===== config.mk =====
export PLATFORM = sky130hd
export DESIGN_NAME = ft_recovery_ctrl
export DESIGN_NICKNAME = d
export VERILOG_FILES = /design/src/rtl/ft_recovery_ctrl.sv
export SDC_FILE = /design/constraint.sdc
export NUM_CORES = 1
export LEC_CHECK = 0
export CAP_MARGIN = 15
export CORE_AREA = 5 5 79 81
export DETAILED_ROUTE_END_ITERATION = 10
export DIE_AREA = 0 0 84 86
export SLEW_MARGIN = 40
export SYNTH_ARGS = -nofsm -noshare
export SYNTH_HDL_FRONTEND = slang
export SYNTH_SLANG_ARGS = --single-unit

===== constraint.sdc =====
create_clock -name clk_i -period 5.7 [get_ports clk_i]
set_input_delay 0.855 -clock clk_i [delete_from_list [all_inputs] [get_ports clk_i]]
set_output_delay 0.855 -clock clk_i [all_outputs]
set_load 0.02 [all_outputs]

===== src/rtl/ft_recovery_ctrl.sv =====
// Fault-tolerance recovery sequencer for an N-core lockstep cluster: reset/halt faulty cores,
// replay saved PC and GPRs, resume. Define FT_HALT_TIMEOUT_EN to add the halt-acknowledge watchdog.
module ft_recovery_ctrl #(
  parameter int ADDR_WIDTH     = 5,
  parameter int NUM_CORES      = 2,
  parameter int MAX_RETRIES    = 3,
  parameter int CLEAN_CYCLES   = 256,
  parameter int TIMEOUT_CYCLES = 64
) (
  input  logic                  clk_i,
  input  logic                  rst_i,
  input  logic                  error_i,
  input  logic [NUM_CORES-1:0]  faulty_i,
  input  logic [NUM_CORES-1:0]  halted_i,
  output logic [NUM_CORES-1:0]  reset_no,
  output logic [NUM_CORES-1:0]  halt_o,
  output logic [NUM_CORES-1:0]  resume_o,
  output logic                  shift_o,
  output logic                  we_spc_o,
  output logic                  we_sgpr_o,
  output logic [ADDR_WIDTH-1:0] replay_addr_o,
  output logic                  busy_o,
  output logic                  fatal_o,
  output logic [15:0]           recov_count_o
);

  localparam int RW = $clog2(MAX_RETRIES + 1);
  localparam int CW = $clog2(CLEAN_CYCLES + 1);

  typedef enum logic [2:0] {
    S_IDLE, S_RESET, S_HALT, S_HALT_WAIT, S_WORK_SPC, S_WORK_SGPR, S_DONE, S_FATAL
  } state_t;

  state_t                r_state, w_state_nxt;
  logic [NUM_CORES-1:0]  r_mask, w_mask_nxt;
  logic [RW-1:0]         r_retries, w_retries_nxt;
  logic [CW-1:0]         r_clean, w_clean_nxt;
  logic [ADDR_WIDTH-1:0] r_addr, w_addr_nxt;
  logic [15:0]           r_recov, w_recov_nxt;
  logic [NUM_CORES-1:0]  r_reset_n, r_halt, r_resume, w_reset_n, w_halt, w_resume;
  logic                  r_shift, r_we_spc, r_we_sgpr, r_busy, r_fatal;
  logic                  w_shift, w_we_spc, w_we_sgpr, w_busy, w_fatal;
  logic                  w_ack;

`ifdef FT_HALT_TIMEOUT_EN
  localparam int TW = $clog2(TIMEOUT_CYCLES + 1);
  logic [TW-1:0] r_to, w_to_nxt;
`endif

  assign w_ack = ((halted_i & r_mask) == r_mask);

  always_comb begin
    // NOTE: every variable gets a default before the case so no path infers a latch.
    w_state_nxt   = r_state;
    w_mask_nxt    = r_mask;
    w_retries_nxt = r_retries;
    w_clean_nxt   = r_clean;
    w_addr_nxt    = '0;
    w_recov_nxt   = r_recov;
`ifdef FT_HALT_TIMEOUT_EN
    w_to_nxt      = r_to;
`endif

    case (r_state)
      S_IDLE: begin
        if (error_i) begin
          w_clean_nxt = '0;
          if (r_retries < RW'(MAX_RETRIES)) begin
            w_state_nxt   = S_RESET;
            w_mask_nxt    = (faulty_i == '0) ? '1 : faulty_i;
            w_retries_nxt = r_retries + RW'(1);
          end else begin
            w_state_nxt = S_FATAL;
          end
        end else if (r_clean == CW'(CLEAN_CYCLES - 1)) begin
          w_clean_nxt   = '0;
          w_retries_nxt = '0;
        end else begin
          w_clean_nxt = r_clean + CW'(1);
        end
      end
      S_RESET: w_state_nxt = S_HALT;
      S_HALT: begin
        w_state_nxt = S_HALT_WAIT;
`ifdef FT_HALT_TIMEOUT_EN
        w_to_nxt    = '0;
`endif
      end
      S_HALT_WAIT: begin
        if (w_ack) begin
          w_state_nxt = S_WORK_SPC;
        end
`ifdef FT_HALT_TIMEOUT_EN
        else if (r_to == TW'(TIMEOUT_CYCLES - 1)) begin
          w_state_nxt = S_FATAL;
        end else begin
          w_to_nxt = r_to + TW'(1);
        end
`endif
      end
      S_WORK_SPC: w_state_nxt = S_WORK_SGPR;
      S_WORK_SGPR: begin
        if (r_addr == '1) begin
          w_state_nxt = S_DONE;
          w_clean_nxt = '0;
          if (r_recov != 16'hFFFF) w_recov_nxt = r_recov + 16'd1;
        end else begin
          w_addr_nxt = r_addr + ADDR_WIDTH'(1);
        end
      end
      S_DONE:  w_state_nxt = S_IDLE;
      default: w_state_nxt = S_FATAL;
    endcase

    // Outputs are decoded from the next state so they are registered alongside it.
    w_reset_n = '1;
    w_halt    = '0;
    w_resume  = '0;
    w_shift   = 1'b0;
    w_we_spc  = 1'b0;
    w_we_sgpr = 1'b0;
    w_busy    = 1'b1;
    w_fatal   = 1'b0;
    case (w_state_nxt)
      S_IDLE:      w_busy    = 1'b0;
      S_RESET:     w_reset_n = ~w_mask_nxt;
      S_HALT: begin
        w_halt  = w_mask_nxt;
        w_shift = 1'b1;
      end
      S_HALT_WAIT: w_shift   = 1'b1;
      S_WORK_SPC:  w_we_spc  = 1'b1;
      S_WORK_SGPR: w_we_sgpr = 1'b1;
      S_DONE:      w_resume  = w_mask_nxt;
      default: begin
        w_reset_n = '0;
        w_fatal   = 1'b1;
      end
    endcase
  end

  always_ff @(posedge clk_i) begin
    // NOTE: sequential state uses non-blocking assignments so every register sees pre-edge values.
    if (rst_i) begin
      r_state   <= S_IDLE;
      r_mask    <= '0;
      r_retries <= '0;
      r_clean   <= '0;
      r_addr    <= '0;
      r_recov   <= '0;
      r_reset_n <= '1;
      r_halt    <= '0;
      r_resume  <= '0;
      r_shift   <= 1'b0;
      r_we_spc  <= 1'b0;
      r_we_sgpr <= 1'b0;
      r_busy    <= 1'b0;
      r_fatal   <= 1'b0;
`ifdef FT_HALT_TIMEOUT_EN
      r_to      <= '0;
`endif
    end else begin
      r_state   <= w_state_nxt;
      r_mask    <= w_mask_nxt;
      r_retries <= w_retries_nxt;
      r_clean   <= w_clean_nxt;
      r_addr    <= w_addr_nxt;
      r_recov   <= w_recov_nxt;
      r_reset_n <= w_reset_n;
      r_halt    <= w_halt;
      r_resume  <= w_resume;
      r_shift   <= w_shift;
      r_we_spc  <= w_we_spc;
      r_we_sgpr <= w_we_sgpr;
      r_busy    <= w_busy;
      r_fatal   <= w_fatal;
`ifdef FT_HALT_TIMEOUT_EN
      r_to      <= w_to_nxt;
`endif
    end
  end

  assign reset_no      = r_reset_n;
  assign halt_o        = r_halt;
  assign resume_o      = r_resume;
  assign shift_o       = r_shift;
  assign we_spc_o      = r_we_spc;
  assign we_sgpr_o     = r_we_sgpr;
  assign replay_addr_o = r_addr;
  assign busy_o        = r_busy;
  assign fatal_o       = r_fatal;
  assign recov_count_o = r_recov;

endmodule


==> results.md, run 1 <==
* Status: finished, final reports clean
* Total GRT Usage at 13.5%
* First-pass GRT wire length at 8.07 mm
* Required @ worst endpoint at 5.89 ns
* Syn Area/Cell at ~8.7 um^2
* Cts-stage hold buffer count at 0
* Die Footprint at 0.00722 mm^2
* CTS Root Cell: clkbuf_8
* Initial antenna violation count at 0
* FF+latch area at roughly 960 um^2
* Die height at 86 um
* Placer congestion estimate at 0.799
* Syn_nets at 260
* Core Util, Final at 50.2%
* CTS max path bufs at 2
* DR DRC count at 0
* IO Pins at 39
* Final WL at between 4 and 5 mm
* Die Wd at approximately 84 um
* Gate power share at 12.5%
* Clock network power share at 35.7%
* Ys Warns at 0
* Fin crit period at 2.58 ns
* Post-synthesis cell count at 248
* Worst-Skew Late Latency at around 0.30 ns
* Vias in the first global route at 1791
* Net count, final at between 200 and 300
* Sequential Power Share at between 50% and 60%
* Top achievable clock speed at 387 MHz
* Setup tns final at 0 ns
* Max VDD drop at around 0.11 mV
* CTS HTree Levels at 2
* # diodes at 0
* Post-synth top area cell: dfxtp_1
* Critical path capture point type: flip-flop
* Synth cell types at 47
* Worst setup SP type: flip-flop
* Vias at 1836
* Post-CTS sizing at 0
* Final period utilization at 45.3%
* Top cells by count, synth: 48 x dfxtp_1, 36 x nor2_1, 16 x nand2_1
* # Post-CTS Setup Buffers at 0
* Fill cells at 534
* RSZ-0062 raised after global routing: false
* GR Overflow Total at 0
* Share of layout cells above drive strength 1 at between 5 and 6%
* CTS tree: built
* Clock skew at ~0.0062 ns
* MaxCap Viol Count at 0
* P&R area growth vs syn at 25.3%
* Number of synthesized flops with an enable pin at 0
* Synth area leaders: dfxtp_1 44%, nor2_1 6.2%, xnor2_1 6.1%
* Crit Path Max Fanout at 13
* Clock slew at reported path FFs at 0.09 ns
* Cts bufs inserted at 5
* DR iter-0 viols at roughly 190
* DR pass1 iterations at 4
* Sw Share at 25.8%
* Slew Limit Headroom at 52.8%
* Primary FF master, synth: dfxtp_1
* HPWL Detailed at 3.26 mm
* Largest net degree at the start of global routing at 39
* Share of the synthesized area in the top cell type at roughly 44%
* Starting Density at between 40% and 50%
* Final setup viols at 0
* Ys async rst share at 0%
* Net Sw Power at 0.180 mW
* IO buf count at 38
* Multi-input gate area at between 0.001 and 0.0015 mm^2
* Row count at 27
* PD cells at 256 mW/mm^2
* Synth Register Bits at 48
* Crit path kind: reg -> reg
* Most numerous cell in the Yosys netlist: dfxtp_1
* Vias per cell at 5.14
* Leakage power at 0.919 nW
* Arrival time at the worst endpoint at 2.77 ns
* Hold Vio Cnt, Final at 0
* Antenna-violating nets left at 0
* Routed WL per cell at 12.7 um
* Cell Int Power at 0.516 mW
* Fin. max-slew vios at 0
* Worst Hold Class: reg -> reg
* Worst-Margin Slew at 0.703 ns
* Clock Sinks at 48
* Post-Syn Area at 0.00217 mm^2
* Sequential share of the synthesized area at between 40% and 50%
* Core area at between 0.005 and 0.006 mm^2
-- final timing paths --
kind                                        from  cells past startpoint           endpoint  slack (ns)
worst max-delay path            replay_addr_o[0]                      7  recov_count_o[13]        3.12
worst min-delay path                  r_clean[8]                      2         r_clean[8]        0.45
worst max register to register  replay_addr_o[0]                      7  recov_count_o[13]        3.12
worst min register to register        r_clean[8]                      2         r_clean[8]        0.45
-- cell families (layout without fill, tap and decap cells) --
family,Yosys count,in the layout,synth area share (%)
buffers and inverters,18,55,3.47
AOI/OAI and AO/OA,38,38,12.2
and+or+nand+nor,121,121,29.6
xor gates and xnor gates,16,16,6.47
DFF,48,48,44.4
adders and majority gates,5,5,2.89
muxes,2,2,0.982
-- through the flow --
stage	instances	hold WS (ns)	area, um^2	setup WS, ns	power (mW)
floorplan	248	0.428	2170	3.46	0.427
global placement	349	0.442	2600	3.04	0.456
detailed placement	349	0.441	2600	2.99	0.456
CTS	357	0.454	2710	3.11	0.708
global route	357	0.484	2710	2.86	0.734
finish	357	0.449	2710	3.12	0.696
-- sequential cells by signal, indices dropped and copies added, names as in the netlist --
| signal | count |
|---|---|
| recov_count_o | 16 |
| r_clean | 9 |
| replay_addr_o | 5 |
| r_state | 3 |
| halt_o | 2 |
| r_mask | 2 |
| r_retries | 2 |
| reset_no | 2 |
| resume_o | 2 |
| busy_o | 1 |
| fatal_o | 1 |
| shift_o | 1 |
| we_sgpr_o | 1 |
| we_spc_o | 1 |
-- worst max-delay path, cell delays in order, from the launching register on --
cell	delay (ns)
dfxtp_1	0.38
ha_1	0.19
and3_1	0.16
ha_1	0.23
nand4_1	0.49
nor3_2	0.45
and4_1	0.24
mux2_2	0.33
-- final cells by class --
class,count,area share [%]
tap,72,3.32
clock inverter,3,1.71
sequential,48,35.4
inverter,8,1.11
clock buffer,5,2.54
timing repair buffer,39,14.3
multi-input combinational,182,41.6
-- layer usage --
| metal | vias to the layer above | GRT usage, % | share of wire [%] |
|---|---|---|---|
| met5 | - | 0 | 0 |
| met4 | 0 | 4.82 | 1.5 |
| met3 | 7 | 4.13 | 5.5 |
| met2 | 44 | 21.9 | 44 |
| met1 | 833 | 17.0 | 49 |
| li1 | 952 | - | - |
-- power by group through the flow --
stage / clock, mW / sequential [mW] / combinational [mW]
after floorplan: 0 / 0.369 / 0.0579
after global placement: 0 / 0.368 / 0.0881
after detailed placement: 0 / 0.368 / 0.0879
after CTS: 0.260 / 0.360 / 0.0882
after global routing: 0.273 / 0.363 / 0.0980
final: 0.248 / 0.360 / 0.0872
-- layout by cell type (no fill, tap or decap), types with 3 or more instances in the layout --
cell type / synthesis / layout
ha_1: 5 / 5
and4_1: 3 / 3
clkbuf_8: 0 / 5
clkdlybuf4s50_1: 0 / 38
dfxtp_1: 48 / 48
a2111oi_1: 3 / 3
nand3b_1: 3 / 3
nand4_1: 5 / 5
a31oi_1: 5 / 5
a21oi_1: 6 / 6
nand3_1: 14 / 14
o21ai_0: 6 / 6
and3_1: 6 / 6
nand2_1: 16 / 16
nor4_1: 6 / 6
a211oi_1: 5 / 5
xnor2_1: 15 / 15
nand2b_1: 5 / 5
inv_1: 8 / 8
nor2_1: 36 / 36
nor2b_1: 4 / 4
nor3_1: 7 / 7
(Power assumes the default switching activity.)
==> inputs of run 2 (changes only) <==
Settings changed: PLACE_DENSITY set to 0.66.
Clock period 5.7 ns to 2.3 ns, I/O delays scaled along.
==> results.md, run 2 (synthesis results as in run 1) <==
* Leakage power at 0.939 nW
* Crit path top cell by count: ha_2
* Routed WL per cell at 12.8 um
* IO Pins at 39
* Placer congestion estimate at 0.778
* Required @ worst endpoint at 2.51 ns
* HPWL Detailed at 3.38 mm
* Gate power share at 13.4%
* Crit Path Max Fanout at 5
* Largest net degree at the start of global routing at 32
* Antenna-violating nets left at 0
* Net Sw Power at between 0.4 and 0.5 mW
* Final period utilization at a little over nine tenths
* Clock network power share at 34.5%
* Worst setup SP type: flip-flop
* DR iter-0 viols at 107
* Core area at 0.00541 mm^2
* RSZ-0062 raised after global routing: false
* Hold Vio Cnt, Final at 0
* Fin. max-slew vios at 0
* CTS tree: built
* Slowest cell on the critical path: or4_4
* Share of layout cells above drive strength 1 at around 8.3%
* # diodes at 0
* Setup tns final at 0 ns
* Crit path kind: reg -> reg
* DR pass1 iterations at 4
* Clock Sinks at 48
* CTS max path bufs at 2
* IO buf count at 38
* Critical path capture point type: flip-flop
* Fin crit period at around 2.2 ns
* Clock slew at reported path FFs at 0.08 ns
* Finished Layout Cells at about 360
* CTS HTree Levels at 2
* Commonest non-fill, non-tap cell in the layout: dfxtp_1
* Die Footprint at 0.00722 mm^2
* PD cells at 623 mW/mm^2
* P&R area growth vs syn at 27.0%
* Top achievable clock speed at 464 MHz
* DR DRC count at 0
* Max VDD drop at 0.212 mV
* Die Wd at around 84 um
* Core Util, Final at 50.9%
* Final WL at ~4.6 mm
* Sequential Power Share at 52.1%
* Status: finished, final reports clean
* Final setup viols at 0
* Slew Limit Headroom at 59.9%
* Vias per cell at 5.20
* Sw Share at 25.0%
* Ordered cell list for the critical path: ha_2 > and3_1 > ha_2 > nand2_1 > a211o_1 > or4_4 > o31ai_1
* Most frequent cells in the layout: 46 x dfxtp_1, 38 x clkdlybuf4s50_1, 36 x nor2_1
* Initial antenna violation count at 0
* Total GRT Usage at 13.3%
* Vias in the first global route at ~1800
* Vias at 1883
* Cts bufs inserted at 5
* Row count at 27
* First-pass GRT wire length at 8.03 mm
* Die height at 86 um
* Clock skew at 0.00530 ns
* Cts-stage hold buffer count at 0
* GR Overflow Total at 0
* Net count, final at about 300
* # Post-CTS Setup Buffers at 0
* Crit-path leading delay family: simple AND/OR/NAND/NOR gates
* Worst-Skew Late Latency at 0.30 ns
* CTS Root Cell: clkbuf_8
* Post-CTS sizing at 0
* Arrival time at the worst endpoint at 2.36 ns
* Critical path's largest stage delay at around 0.50 ns
* Placed cell count at between 300 and 400
* Max reg flops at 16
* MaxCap Viol Count at 0
* Worst Hold Class: reg -> reg
* Worst-Margin Slew at 0.599 ns
* Starting Density at 40.1%
* Bufs and invs on worst path at 0
* Cell Int Power at 1.29 mW
-- run 2: cell types whose count changed in the layout (fill, tap and decap cells not counted) --
cell / before / now
dfxtp_1: 48 / 46
ha_2: 0 / 2
clkinvlp_4: 1 / 0
buf_4: 1 / 6
dfxtp_2: 0 / 2
clkinv_2: 0 / 1
clkbuf_1: 0 / 1
inv_6: 1 / 0
ha_1: 5 / 3
-- run 2: power groups by stage --
stage	Combinational, mW	Sequential [mW]	Clock [mW]
finish	0.229	0.893	0.592
floorplan	0.143	0.914	0
CTS	0.230	0.893	0.612
global route	0.255	0.901	0.646
global placement	0.230	0.911	0
detailed placement	0.229	0.913	0
-- run 2: stage by stage --
stage	hold WS, ns	cell area, um^2	power, mW	worst slack [ns]
3_5_place_dp	0.445	2640	1.14	0.0817
6_report	0.431	2750	1.71	0.143
2_1_floorplan	0.428	2170	1.06	0.0562
3_3_place_gp	0.436	2640	1.14	0.165
5_1_grt	0.465	2750	1.80	0.00536
4_1_cts	0.459	2740	1.74	0.0703
-- run 2: final cells by class --
cell class	count	area, um^2
clock buffers	6	72.6
clock inverters	2	35.0
fillers	551	2650
inverters	8	30.0
multi-input cells	182	1130
flip-flops and latches	48	963
well taps	72	90.1
repair buffers	44	425
-- run 2: final timing paths --
kind | from | end | slack, ns | cells after the start
worst max-delay path | replay_addr_o[0] | r_clean[5] | 0.14 | 7
worst min-delay path | replay_addr_o[0] | replay_addr_o[0] | 0.43 | 1
worst max register to register | replay_addr_o[0] | r_clean[5] | 0.14 | 7
worst min register to register | replay_addr_o[0] | replay_addr_o[0] | 0.43 | 1
-- run 2: metal layers --
metal | vias to the layer above | routed length, um | track usage (%) | part of all wire (%)
li1 | 967 | - | - | -
met1 | 866 | 2220 | 16.2 | 48
met2 | 44 | 2160 | 23.1 | 47
met3 | 6 | 198 | 4.03 | 4.3
met4 | 0 | 46 | 3.36 | 1.0
met5 | - | 0 | 0 | 0
==> inputs of run 3 (changes only) <==
Settings changed: CAP_MARGIN 15 to 20.
==> results of run 3 <==
Final layout, timing and power as in run 2 (identical DEF).
